### config.mk
export PLATFORM = sky130hd
export DESIGN_NAME = mem_access_unit
export DESIGN_NICKNAME = d
export VERILOG_FILES = /design/src/rtl/riscv_defs_pkg.sv /design/src/rtl/mem_access_unit_load_extend.sv /design/src/rtl/mem_access_unit.sv
export SDC_FILE = /design/constraint.sdc
export NUM_CORES = 1
export LEC_CHECK = 0
export CAP_MARGIN = 20
export CORE_UTILIZATION = 50
export DETAILED_ROUTE_END_ITERATION = 8
export DONT_BUFFER_PORTS = 1
export PLACE_DENSITY = 0.71
export SETUP_SLACK_MARGIN = 0.1
export SLEW_MARGIN = 10
export SYNTH_ARGS = -nofsm -noshare
export SYNTH_HDL_FRONTEND = slang
export SYNTH_SLANG_ARGS = --single-unit
### constraint.sdc
create_clock -name i_clock -period 3.25 [get_ports i_clock]
set_input_delay 0.65 -clock i_clock [delete_from_list [all_inputs] [get_ports i_clock]]
set_output_delay 0.65 -clock i_clock [all_outputs]
set_load 0.03 [all_outputs]
### src/rtl/riscv_defs_pkg.sv
// Shared RV32I definitions used by the memory stage:
// datapath width, load/store funct3 codes and memory FSM states.
package riscv_defs;

    localparam int NB_WORD = 32;

    localparam logic [2:0] LS_B  = 3'b000;
    localparam logic [2:0] LS_H  = 3'b001;
    localparam logic [2:0] LS_W  = 3'b010;
    localparam logic [2:0] LS_BU = 3'b100;
    localparam logic [2:0] LS_HU = 3'b101;

    typedef enum logic {
        IDLE = 1'b0,
        BUSY = 1'b1
    } mem_state_t;

endpackage

### src/rtl/mem_access_unit_load_extend.sv
// Load alignment: selects the addressed byte/half of a read word and
// sign- or zero-extends it. Ports: rdata, addr_lo, funct3 -> ext_data.
module load_extend
    import riscv_defs::*;
(
    input  logic [NB_WORD-1:0] rdata,
    input  logic [1:0]         addr_lo,
    input  logic [2:0]         funct3,
    output logic [NB_WORD-1:0] ext_data
);

    logic [NB_WORD-1:0] shifted;

    assign shifted = rdata >> {addr_lo, 3'b000};

    always_comb begin
        ext_data = shifted;
        case (funct3)
            LS_B:    ext_data = {{24{shifted[7]}}, shifted[7:0]};
            LS_H:    ext_data = {{16{shifted[15]}}, shifted[15:0]};
            LS_BU:   ext_data = {24'b0, shifted[7:0]};
            LS_HU:   ext_data = {16'b0, shifted[15:0]};
            default: ext_data = shifted;
        endcase
    end

endmodule

### src/rtl/mem_access_unit.sv
// RV32I memory stage: one outstanding req/ack access, store formatting,
// load extension and upstream stall. Ports: EX/MEM inputs, dmem port, WB.
module mem_access_unit
    import riscv_defs::*;
(
    input  logic               i_clock,
    input  logic               i_reset,
    input  logic               i_valid,
    input  logic               i_mem_read,
    input  logic               i_mem_write,
    input  logic [2:0]         i_funct3,
    input  logic [NB_WORD-1:0] i_alu_result,
    input  logic [NB_WORD-1:0] i_store_data,
    output logic               o_stall,
    output logic [NB_WORD-1:0] o_load_data,
    output logic               o_load_valid,
    output logic               o_misaligned,
    output logic               o_dmem_req,
    output logic               o_dmem_we,
    output logic [NB_WORD-1:0] o_dmem_addr,
    output logic [3:0]         o_dmem_be,
    output logic [NB_WORD-1:0] o_dmem_wdata,
    input  logic               i_dmem_ack,
    input  logic [NB_WORD-1:0] i_dmem_rdata
);

    mem_state_t         state;
    logic [2:0]         funct3_q;
    logic [1:0]         off_q;
    logic               legal;
    logic               aligned;
    logic               access_ok;
    logic               start;
    logic               misaligned_evt;
    logic [3:0]         be_next;
    logic [NB_WORD-1:0] wdata_next;
    logic [NB_WORD-1:0] ext_data;

    // A set write bit wins, so store legality applies when both are set.
    assign legal = i_mem_write ?
                   (i_funct3 inside {LS_B, LS_H, LS_W}) :
                   (i_funct3 inside {LS_B, LS_H, LS_W, LS_BU, LS_HU});

    always_comb begin
        aligned = 1'b1;
        case (i_funct3)
            LS_W:       aligned = (i_alu_result[1:0] == 2'b00);
            LS_H, LS_HU: aligned = ~i_alu_result[0];
            default:    aligned = 1'b1;
        endcase
    end

    assign access_ok = i_valid & (i_mem_read | i_mem_write) & legal;

    // Inputs are only looked at in IDLE: while BUSY the upstream
    // registers are frozen and still present the in-flight access.
    assign start = access_ok & aligned & (state == IDLE) & ~i_reset;
    assign misaligned_evt = access_ok & ~aligned & (state == IDLE);

    assign o_stall    = start | ((state == BUSY) & ~i_dmem_ack);
    assign o_dmem_req = (state == BUSY);

    always_comb begin
        be_next    = 4'b0000;
        wdata_next = i_store_data;
        if (i_mem_write) begin
            case (i_funct3[1:0])
                2'b00: begin
                    be_next    = 4'b0001 << i_alu_result[1:0];
                    wdata_next = {4{i_store_data[7:0]}};
                end
                2'b01: begin
                    be_next    = i_alu_result[1] ? 4'b1100 : 4'b0011;
                    wdata_next = {2{i_store_data[15:0]}};
                end
                default: begin
                    be_next    = 4'b1111;
                    wdata_next = i_store_data;
                end
            endcase
        end
    end

    load_extend u_load_extend (
        .rdata    (i_dmem_rdata),
        .addr_lo  (off_q),
        .funct3   (funct3_q),
        .ext_data (ext_data)
    );

    always_ff @(posedge i_clock) begin
        if (i_reset) begin
            state        <= IDLE;
            o_dmem_we    <= 1'b0;
            o_dmem_addr  <= '0;
            o_dmem_be    <= 4'b0000;
            o_dmem_wdata <= '0;
            funct3_q     <= 3'b000;
            off_q        <= 2'b00;
            o_load_data  <= '0;
            o_load_valid <= 1'b0;
            o_misaligned <= 1'b0;
        end else begin
            o_load_valid <= 1'b0;
            o_misaligned <= misaligned_evt;
            case (state)
                IDLE: begin
                    if (start) begin
                        state        <= BUSY;
                        o_dmem_we    <= i_mem_write;
                        o_dmem_addr  <= {i_alu_result[NB_WORD-1:2], 2'b00};
                        o_dmem_be    <= be_next;
                        o_dmem_wdata <= wdata_next;
                        funct3_q     <= i_funct3;
                        off_q        <= i_alu_result[1:0];
                    end
                end
                BUSY: begin
                    if (i_dmem_ack) begin
                        state <= IDLE;
                        if (!o_dmem_we) begin
                            o_load_data  <= ext_data;
                            o_load_valid <= 1'b1;
                        end
                    end
                end
                default: state <= IDLE;
            endcase
        end
    end

endmodule

==> insert_results.sql, run 1 <==
INSERT INTO impl_metrics (metric_group, metric, value, unit) VALUES
('global_route', 'initial_antenna_violation_count', '0', ''),
('clock_network', 'cts.repair_timing.setup_buffer_count', '0', ''),
('clock_network', 'clockRootBuffer', 'sky130_fd_sc_hd__clkbuf_8', ''),
('critical_path', 'cp.required', '2.60', 'ns'),
('routing', 'drc', '0', ''),
('global_route', 'grt.total_usage', '23.8', '%'),
('die', 'core_area', '8890', 'sq um'),
('critical_path', 'worst-endpoint-arrival', '1.76', 'ns'),
('yosys', 'synthDominantAreaCellType', 'sky130_fd_sc_hd__dfxtp_1', ''),
('critical_path', 'worst-path-max-fanout', '5', ''),
('timing', 'clock-skew-final', '0.0125', 'ns'),
('critical_path', 'setup.worst_path.class', 'reg2out', ''),
('critical_path', 'path_delay_family', 'compound AO/OA/AOI/OAI gates', ''),
('power', 'total_power_per_unit_cell_area', '494', 'nW/um^2'),
('worst_hold_path', 'min-delay-start', 'i_reset', ''),
('critical_path', 'r2r_setup_slack', '1.17', 'ns'),
('power', 'switching_fraction_of_total_power', '25.8', '%'),
('routing', 'drtIter0Drc', '172', ''),
('die', 'rows', '34', ''),
('power', 'power.share.sequential', '58.2', '%'),
('yosys', 'synth_enable_flop_cells', '0', ''),
('yosys', 'synth_top_cell_area_share', '45.6', '%'),
('routing', 'vias', '3909', ''),
('power', 'total_leakage_power', '1.60', 'nW'),
('cells_and_area', 'antenna_diode_instance_count', '0', ''),
('power', 'irDropWorstVdd', '254', 'uV'),
('timing', 'fmax', '416', 'MHz'),
('critical_path', 'r2r-start', 'off_q[1]', ''),
('routing', 'route.final.wire_length', '11900', 'um'),
('power', 'totalPowerFinal', '2.41', 'mW'),
('run', 'max_cap_viol_count', '0', ''),
('clock_network', 'cts_buffer_depth', '2', ''),
('placement', 'detailedPlace.worstSlack', '0.969', 'ns'),
('clock_network', 'numClockSinks', '107', ''),
('global_route', 'maximum_number_of_pins_on_one_net_before_global_route_repair', '108', ''),
('yosys', 'synth.ff_latch_count', '107', ''),
('yosys', 'number_of_distinct_library_cell_variants_in_the_gate_level_netlist_after_synthesis', '32', ''),
('clock_network', 'cts-htree-levels', '3', ''),
('clock_network', 'clk-insertion-delay-late', '0.35', 'ns'),
('timing', 'fin_hold_ws', '0.354', 'ns'),
('timing', 'finalMaxSlewViolations', '0', ''),
('worst_hold_path', 'holdPathStages', '1', ''),
('die', 'die_h', '98.9', 'um'),
('clock_network', 'cts_inserted_buffers', '9', ''),
('worst_hold_path', 'hold_end', 'o_dmem_wdata[29]', ''),
('timing', 'report.final.setup_viol', '0', ''),
('global_route', 'grt_first_pass_wirelength', '18500', 'um'),
('critical_path', 'worstPathCellList', 'nor3b_2 > o221ai_4 > o21ai_1', ''),
('yosys', 'mapped_area', '4700', 'sq um'),
('timing', 'final_critical_path_setup_slack', '0.844', 'ns'),
('die', 'start_util', '52.8', '%'),
('critical_path', 'startpoint_type', 'register', ''),
('yosys', 'dominantRegCellSynth', 'sky130_fd_sc_hd__dfxtp_1', ''),
('outcome', 'status', 'finished, final reports clean', ''),
('placement', 'portBuffers', '0', ''),
('critical_path', 'critical_path_endpoint_category', 'primary output', ''),
('timing', 'tightestPinTransition', '0.776', 'ns'),
('clock_network', 'cts_repair_resize_count', '0', ''),
('critical_path', 'reg2reg_depth', '4', ''),
('yosys', 'yosysMostFrequentCell', 'sky130_fd_sc_hd__nand2_1', ''),
('critical_path', 'r2r-end', 'o_load_data[17]', ''),
('die', 'num_io_pins', '210', ''),
('power', 'power_switching', '0.621', 'mW'),
('routing', 'post_drt_wl_per_cell', '18.3', 'um'),
('cells_and_area', 'count_of_fill_cells_added_during_filler_insertion', '857', ''),
('yosys', 'ys_warn_count', '0', ''),
('yosys', 'async_flop_share', '0', '%'),
('die', 'floorplan_die_area', '9780', 'sq um'),
('cells_and_area', 'syn_to_final_growth', '4.00', '%'),
('clock_network', 'cts.reportedPaths.clkPinSlew', '0.10', 'ns'),
('clock_network', 'cts_hold_repair.buffers', '0', '');
kinds of logic after synthesis:
group                     synth area share [%]
AOI/OAI and AO/OA                         21.8
xor gates and xnor gates                 0.187
buffers and inverters                     5.68
DFF                                       45.6
muxes                                     9.65
other                                   0.0799
and+or+nand+nor                           17.0
through the flow:
stage | area, sq um | std cells
2_1_floorplan | 4700 | 572
3_3_place_gp | 4670 | 634
3_5_place_dp | 4670 | 634
4_1_cts | 4880 | 650
5_1_grt | 4880 | 650
6_report | 4880 | 650
cell usage in the layout (no fill, tap or decap), types with 2 or more instances in the layout:
master                      count
sky130_fd_sc_hd__inv_6          2
sky130_fd_sc_hd__inv_8          2
sky130_fd_sc_hd__a21o_1         3
sky130_fd_sc_hd__nand2_1      133
sky130_fd_sc_hd__mux2i_1       34
sky130_fd_sc_hd__clkbuf_8      10
sky130_fd_sc_hd__nor3_1         8
sky130_fd_sc_hd__o2bb2ai_1      8
sky130_fd_sc_hd__nor2b_1        6
sky130_fd_sc_hd__nand3b_1       3
sky130_fd_sc_hd__a211oi_1      25
sky130_fd_sc_hd__dfxtp_1      107
sky130_fd_sc_hd__inv_1          3
sky130_fd_sc_hd__nor2_1        39
sky130_fd_sc_hd__buf_4          6
sky130_fd_sc_hd__o211ai_1      26
sky130_fd_sc_hd__conb_1         2
sky130_fd_sc_hd__a21oi_1       99
sky130_fd_sc_hd__mux2_2         8
state kept, by name, summed over array words and instances, names as in the netlist:
signal,count
o_dmem_we,1
o_misaligned,1
o_load_valid,1
o_dmem_addr,30
o_dmem_wdata,32
o_load_data,32
funct3_q,3
off_q,2
o_dmem_be,4
o_dmem_req,1
layout make-up:
class,instances,area (sq um),share of cell area (%)
clock inverter,6,78.8,1.61
multi-input combinational,409,2310,47.4
sequential,107,2140,43.9
inverter,3,11.3,0.231
clock buffer,10,138,2.82
tap,108,135,2.77
timing repair buffer,7,65.1,1.33
worst max-delay path by stage:
| stage | from | to | depth (start not counted) |
|---|---|---|---|
| 2_1_floorplan | i_reset | o_stall | 5 |
| 3_3_place_gp | i_alu_result[1] | o_stall | 3 |
| 3_5_place_dp | i_alu_result[1] | o_stall | 3 |
| 4_1_cts | o_dmem_req | o_stall | 3 |
| 5_1_grt | o_dmem_req | o_stall | 3 |
| 6_report | o_dmem_req | o_stall | 3 |
power by group through the flow:
stage          registers (mW)  logic (mW)  clock network [mW]
2_1_floorplan            1.42       0.145                   0
3_3_place_gp             1.43       0.135                   0
3_5_place_dp             1.43       0.139                   0
4_1_cts                  1.40       0.140               0.896
5_1_grt                  1.41       0.156               0.949
6_report                 1.40       0.140               0.868
worst register-to-register path: cells and delay by family (launching register included):
family	cells	cell delay, ns
AO/OA/AOI/OAI	3	0.85
flip-flops	1	0.68
buffers and inverters	1	0.40
per-layer routing:
layer,vias to the layer above,track usage [%],share of wire (%)
met4,0,8.96,1.6
met1,1833,29.9,42
li1,1899,-,-
met3,19,7.52,9.2
met5,-,0,0
met2,158,38.4,47
Power figures use the tool's default switching activity.
==> inputs of run 2 (changes only) <==
- PLACE_DENSITY: 0.71 -> 0.74
- clock period: 3.25 -> 1.95 ns (I/O delays scaled with it)
==> insert_results.sql, run 2 (synthesis gave the netlist of run 1 again) <==
INSERT INTO impl_metrics (metric_group, metric, value, unit) VALUES
('outcome', 'status', 'finished, final reports clean', ''),
('timing', 'report.final.setup_viol', '0', ''),
('worst_hold_path', 'min-delay-start', 'i_reset', ''),
('global_route', 'maximum_number_of_pins_on_one_net_before_global_route_repair', '108', ''),
('die', 'num_io_pins', '210', ''),
('power', 'total_power_per_unit_cell_area', '797', 'nW/um^2'),
('global_route', 'grt.total_usage', '23.9', '%'),
('routing', 'route.final.wire_length', '12100', 'um'),
('timing', 'grt_setup_unrepaired', 'no', ''),
('critical_path', 'worst-endpoint-arrival', '1.39', 'ns'),
('critical_path', 'r2r-start', 'off_q[0]', ''),
('cells_and_area', 'antenna_diode_instance_count', '0', ''),
('clock_network', 'tritoncts', 'yes', ''),
('cells_and_area', 'mostFrequentLayoutCell', 'sky130_fd_sc_hd__nand2_1', ''),
('timing', 'tightestPinTransition', '0.529', 'ns'),
('die', 'core_area', '8890', 'sq um'),
('timing', 'minimum_clock_period', '1.78', 'ns'),
('clock_network', 'numClockSinks', '107', ''),
('placement', 'detailedPlace.worstSlack', '0.135', 'ns'),
('clock_network', 'clk-insertion-delay-late', '0.35', 'ns'),
('cells_and_area', 'fin_cells', '660', ''),
('global_route', 'initial_antenna_violation_count', '0', ''),
('timing', 'worst_slew_margin_rel', '64.6', '%'),
('clock_network', 'cts-htree-levels', '3', ''),
('timing', 'post-route-period-util', '91.3', '%'),
('routing', 'drtPass1Iterations', '5', ''),
('critical_path', 'worst-path-max-fanout', '3', ''),
('critical_path', 'r2r-end', 'o_load_data[5]', ''),
('timing', 'clock-skew-final', '0.0141', 'ns'),
('critical_path', 'worst_setup_path_endpoint', 'o_stall', ''),
('routing', 'vias_per_cell', '5.94', ''),
('critical_path', 'critical_path_endpoint_category', 'primary output', ''),
('timing', 'finalMaxSlewViolations', '0', ''),
('cells_and_area', 'utilization', '56.0', '%'),
('cells_and_area', 'mostFrequentLayoutCells', 'sky130_fd_sc_hd__nand2_1 (133), sky130_fd_sc_hd__dfxtp_1 (107), sky130_fd_sc_hd__a21oi_1 (99)', ''),
('global_route', 'grt_remaining_overflow', '0', ''),
('routing', 'antenna_violating_nets_post_route', '0', ''),
('critical_path', 'setup.worst_path.class', 'reg2out', ''),
('placement', 'place_inst', '643', ''),
('cells_and_area', 'nets', '652', ''),
('critical_path', 'cp.required', '1.56', 'ns'),
('run', 'max_cap_viol_count', '0', ''),
('die', 'start_util', '52.8', '%'),
('placement', 'detail_placement_hpwl', '8640', 'um'),
('timing', 'tns', '0', 'ns'),
('placement', 'placed_cell_area', '4750', 'sq um'),
('routing', 'post_drt_wl_per_cell', '18.3', 'um'),
('timing', 'final_critical_path_setup_slack', '0.171', 'ns'),
('placement', 'portBuffers', '0', ''),
('die', 'die_h', '98.9', 'um'),
('timing', 'fmax', '562', 'MHz'),
('global_route', 'grt_first_pass_wirelength', '18700', 'um'),
('clock_network', 'cts_buffer_depth', '2', ''),
('cells_and_area', 'drive_above_1_share', '9.06', '%'),
('critical_path', 'startpoint_type', 'register', ''),
('cells_and_area', 'largest_registers', 'o_dmem_wdata (32), o_load_data (32), o_dmem_addr (30)', ''),
('critical_path', 'reg2reg_depth', '4', ''),
('die', 'dieWidth', '98.9', 'um'),
('clock_network', 'clockRootBuffer', 'sky130_fd_sc_hd__clkbuf_8', ''),
('placement', 'gp_congestion', '0.895', ''),
('routing', 'drtIter0Drc', '196', ''),
('routing', 'drc', '0', ''),
('cells_and_area', 'syn_to_final_growth', '5.94', '%'),
('clock_network', 'cts_inserted_buffers', '9', ''),
('timing', 'timing.final.hold_violations', '0', ''),
('routing', 'vias', '3918', ''),
('die', 'rows', '34', ''),
('timing', 'fin_hold_ws', '0.105', 'ns'),
('power', 'totalPowerFinal', '3.96', 'mW'),
('worst_hold_path', 'hold_path.class', 'in2reg', ''),
('power', 'total_leakage_power', '1.64', 'nW'),
('cells_and_area', 'count_of_fill_cells_added_during_filler_insertion', '798', ''),
('critical_path', 'worstSetupStartpoint', 'o_dmem_req', ''),
('critical_path', 'r2r_setup_slack', '0.27', 'ns'),
('clock_network', 'cts.reportedPaths.clkPinSlew', '0.10', 'ns'),
('global_route', 'grt_pass1_vias', '3713', ''),
('power', 'irDropWorstVdd', '433', 'uV'),
('die', 'floorplan_die_area', '9780', 'sq um'),
('cells_and_area', 'finish.instance_area', '4970', 'sq um');
==> run 2: critical path: stages (launching register included) <==
cell and delay [ns]:
sky130_fd_sc_hd__dfxtp_1 0.35, sky130_fd_sc_hd__nor3b_4 0.26, sky130_fd_sc_hd__o221ai_4 0.16, sky130_fd_sc_hd__o21ai_1 0.10, sky130_fd_sc_hd__buf_4 0.18
==> run 2: area by class of cell <==
class | count | area, sq um | area share [%]
multi-input cells | 409 | 2330 | 46.9
well taps | 108 | 135 | 2.72
flip-flops and latches | 107 | 2140 | 43.1
clock inverters | 5 | 61.3 | 1.23
clock buffers | 11 | 141 | 2.84
inverters | 3 | 11.3 | 0.226
repair buffers | 17 | 153 | 3.07
==> run 2: timing repair <==
item                       CTS  global route
hold buffers                 0             0
setup buffers                0             1
pin swaps                    0             1
setup endpoints to repair    1            18
gates resized for setup      1             2
==> run 2: worst min path at each step <==
| stage | slack, ns | to | depth (start not counted) |
|---|---|---|---|
| 2_1_floorplan | 0.46 | funct3_q[2] | 2 |
| 3_3_place_gp | 0.47 | o_load_data[3] | 1 |
| 3_5_place_dp | 0.47 | o_load_data[3] | 1 |
| 4_1_cts | 0.08 | o_dmem_wdata[28] | 1 |
| 5_1_grt | 0.08 | o_dmem_wdata[28] | 1 |
| 6_report | 0.10 | o_dmem_wdata[28] | 1 |
==> run 2: per-layer routing <==
layer,GRT usage [%],part of all wire (%)
met5,0,0
met4,8.27,1.7
met3,7.16,10
met1,29.3,40
met2,40.0,48
==> run 2: power breakdown <==
group | internal [mW] | total [mW] | leakage (nW) | switching, mW
sequential | 2.23 | 2.33 | 0.864 | 0.107
combinational | 0.107 | 0.250 | 0.675 | 0.143
clock | 0.638 | 1.38 | 0.104 | 0.742
==> inputs of run 3 (changes only) <==
- PLACE_DENSITY: 0.74 -> 0.71
- TNS_END_PERCENT: default -> 10
- clock period: 1.95 -> 2.1 ns (I/O delays scaled with it)
==> insert_results.sql, run 3 (synthesis gave the netlist of run 1 again) <==
INSERT INTO impl_metrics (metric_group, metric, value, unit) VALUES
('outcome', 'status', 'finished, final reports clean', ''),
('power', 'total_leakage_power', '1.61', 'nW'),
('timing', 'minimum_clock_period', '1.87', 'ns'),
('die', 'start_util', '52.8', '%'),
('critical_path', 'r2r-end', 'o_load_data[15]', ''),
('run', 'max_cap_viol_count', '0', ''),
('clock_network', 'cts_inserted_buffers', '9', ''),
('worst_hold_path', 'hold_path.class', 'in2reg', ''),
('cells_and_area', 'nets', '647', ''),
('routing', 'drtPass1Iterations', '4', ''),
('placement', 'gp_congestion', '0.853', ''),
('critical_path', 'startpoint_type', 'register', ''),
('global_route', 'initial_antenna_violation_count', '0', ''),
('routing', 'wl_met2', '5610', 'um'),
('critical_path', 'reg2reg_depth', '4', ''),
('timing', 'report.final.setup_viol', '0', ''),
('global_route', 'grt.total_usage', '24.9', '%'),
('die', 'dieWidth', '98.9', 'um'),
('cells_and_area', 'syn_to_final_growth', '4.85', '%'),
('critical_path', 'worst_setup_path_endpoint', 'o_stall', ''),
('timing', 'tightestPinTransition', '0.794', 'ns'),
('timing', 'tns', '0', 'ns'),
('power', 'irDropWorstVdd', '318', 'uV'),
('critical_path', 'worstSetupStartpoint', 'o_dmem_req', ''),
('die', 'num_io_pins', '210', ''),
('clock_network', 'cts.reportedPaths.clkPinSlew', '0.10', 'ns'),
('global_route', 'grt_first_pass_wirelength', '19200', 'um'),
('die', 'die_h', '98.9', 'um'),
('routing', 'drc', '0', ''),
('clock_network', 'clockRootBuffer', 'sky130_fd_sc_hd__clkbuf_8', ''),
('critical_path', 'r2r-start', 'funct3_q[0]', ''),
('clock_network', 'cts.repair_timing.setup_buffer_count', '0', ''),
('routing', 'drtIter0Drc', '212', ''),
('die', 'core_area', '8890', 'sq um'),
('clock_network', 'clk-insertion-delay-late', '0.36', 'ns'),
('timing', 'timing.final.hold_violations', '0', ''),
('cells_and_area', 'largest_registers', 'o_dmem_wdata (32), o_load_data (32), o_dmem_addr (30)', ''),
('routing', 'wl_met1', '5050', 'um'),
('placement', 'detail_placement_hpwl', '8580', 'um'),
('critical_path', 'cp.required', '1.68', 'ns'),
('routing', 'post_drt_wl_per_cell', '18.6', 'um'),
('timing', 'grt_setup_unrepaired', 'no', ''),
('routing', 'met3RoutedLength', '1230', 'um'),
('timing', 'worst_slew_margin_rel', '46.9', '%'),
('critical_path', 'worst-path-max-fanout', '3', ''),
('timing', 'post-route-period-util', '88.9', '%'),
('routing', 'vias', '3948', ''),
('routing', 'route.final.wire_length', '12200', 'um'),
('cells_and_area', 'utilization', '55.4', '%'),
('timing', 'fin_hold_ws', '0.120', 'ns'),
('timing', 'finalMaxSlewViolations', '0', ''),
('clock_network', 'cts_buffer_depth', '2', ''),
('clock_network', 'tritoncts', 'yes', ''),
('power', 'totalPowerFinal', '3.66', 'mW'),
('placement', 'portBuffers', '0', ''),
('critical_path', 'worst-endpoint-arrival', '1.45', 'ns'),
('timing', 'fmax', '535', 'MHz'),
('die', 'floorplan_die_area', '9780', 'sq um'),
('critical_path', 'critical_path_endpoint_category', 'primary output', ''),
('cells_and_area', 'mostFrequentLayoutCell', 'sky130_fd_sc_hd__nand2_1', ''),
('timing', 'clock-skew-final', '0.0109', 'ns'),
('global_route', 'grt_pass1_vias', '3811', ''),
('routing', 'top_layer_used', 'met4', ''),
('cells_and_area', 'count_of_fill_cells_added_during_filler_insertion', '839', ''),
('cells_and_area', 'mostFrequentLayoutCells', 'sky130_fd_sc_hd__nand2_1 (133), sky130_fd_sc_hd__dfxtp_1 (107), sky130_fd_sc_hd__a21oi_1 (99)', ''),
('global_route', 'grt_remaining_overflow', '0', ''),
('clock_network', 'numClockSinks', '107', ''),
('die', 'rows', '34', ''),
('power', 'total_power_per_unit_cell_area', '742', 'nW/um^2'),
('routing', 'antenna_violating_nets_post_route', '0', ''),
('critical_path', 'r2r_setup_slack', '0.28', 'ns'),
('clock_network', 'cts-htree-levels', '3', ''),
('routing', 'vias_per_cell', '6.03', ''),
('cells_and_area', 'drive_above_1_share', '8.23', '%'),
('critical_path', 'setup.worst_path.class', 'reg2out', ''),
('global_route', 'maximum_number_of_pins_on_one_net_before_global_route_repair', '108', ''),
('cells_and_area', 'antenna_diode_instance_count', '0', '');
==> run 3: cell types whose count changed in the layout (fill, tap and decap cells not counted) <==
cell,previous run,this run
sky130_fd_sc_hd__buf_4,15,10
sky130_fd_sc_hd__clkinvlp_4,0,2
sky130_fd_sc_hd__clkbuf_1,1,0
sky130_fd_sc_hd__clkbuf_8,10,9
sky130_fd_sc_hd__nor2b_1,5,6
sky130_fd_sc_hd__nor2b_2,2,1
sky130_fd_sc_hd__o211ai_2,0,1
sky130_fd_sc_hd__o211ai_4,1,0
==> run 3: area by class of cell <==
cell class,count,area (sq um),share of cell area [%]
Multi-Input combinational cell,409,2320,47.1
Clock inverter,7,76.3,1.55
Tap cell,108,135,2.74
Clock buffer,9,124,2.52
Inverter,3,11.3,0.229
Sequential cell,107,2140,43.5
Timing Repair Buffer,12,115,2.34
==> run 3: what timing repair did <==
action / in CTS / in global routing
setup endpoints to repair: 0 / 1
resized for setup: 0 / 1
hold buffers: 0 / 0
==> run 3: critical path: stages, from the launching register on <==
cell	delay [ns]
sky130_fd_sc_hd__dfxtp_1	0.34
sky130_fd_sc_hd__nor3b_4	0.30
sky130_fd_sc_hd__o221ai_4	0.16
sky130_fd_sc_hd__o21ai_1	0.11
sky130_fd_sc_hd__buf_4	0.19
==> run 3: worst min-delay path by stage <==
stage / from / end / slack (ns) / depth (start not counted)
after floorplan: funct3_q[2] / funct3_q[2] / 0.46 / 2
after global placement: off_q[0] / off_q[0] / 0.48 / 2
after detailed placement: off_q[0] / off_q[0] / 0.48 / 2
after CTS: i_reset / o_load_data[2] / 0.10 / 1
after global routing: i_reset / o_dmem_be[0] / 0.09 / 1
final: i_reset / o_dmem_addr[31] / 0.12 / 1
==> run 3: per-stage QoR <==
step                instances  setup slack, ns  cell area, sq um
floorplan                 572            0.262              4700
global placement          639            0.339              4720
detailed placement        639            0.227              4720
CTS                       655            0.143              4920
global route              655            0.108              4920
finish                    655            0.232              4920
==> run 3: metal layers <==
metal  GRT usage [%]  up-vias
li1                -     1914
met1            30.1     1829
met2            40.3      184
met3            8.87       21
met4            9.99        0
met5               0        -
==> run 3: where the power goes <==
part / internal, mW / leakage, nW / total [mW] / switching, mW
clock: 0.558 / 0.0958 / 1.26 / 0.703
sequential: 2.07 / 0.864 / 2.17 / 0.100
combinational: 0.0947 / 0.650 / 0.228 / 0.133
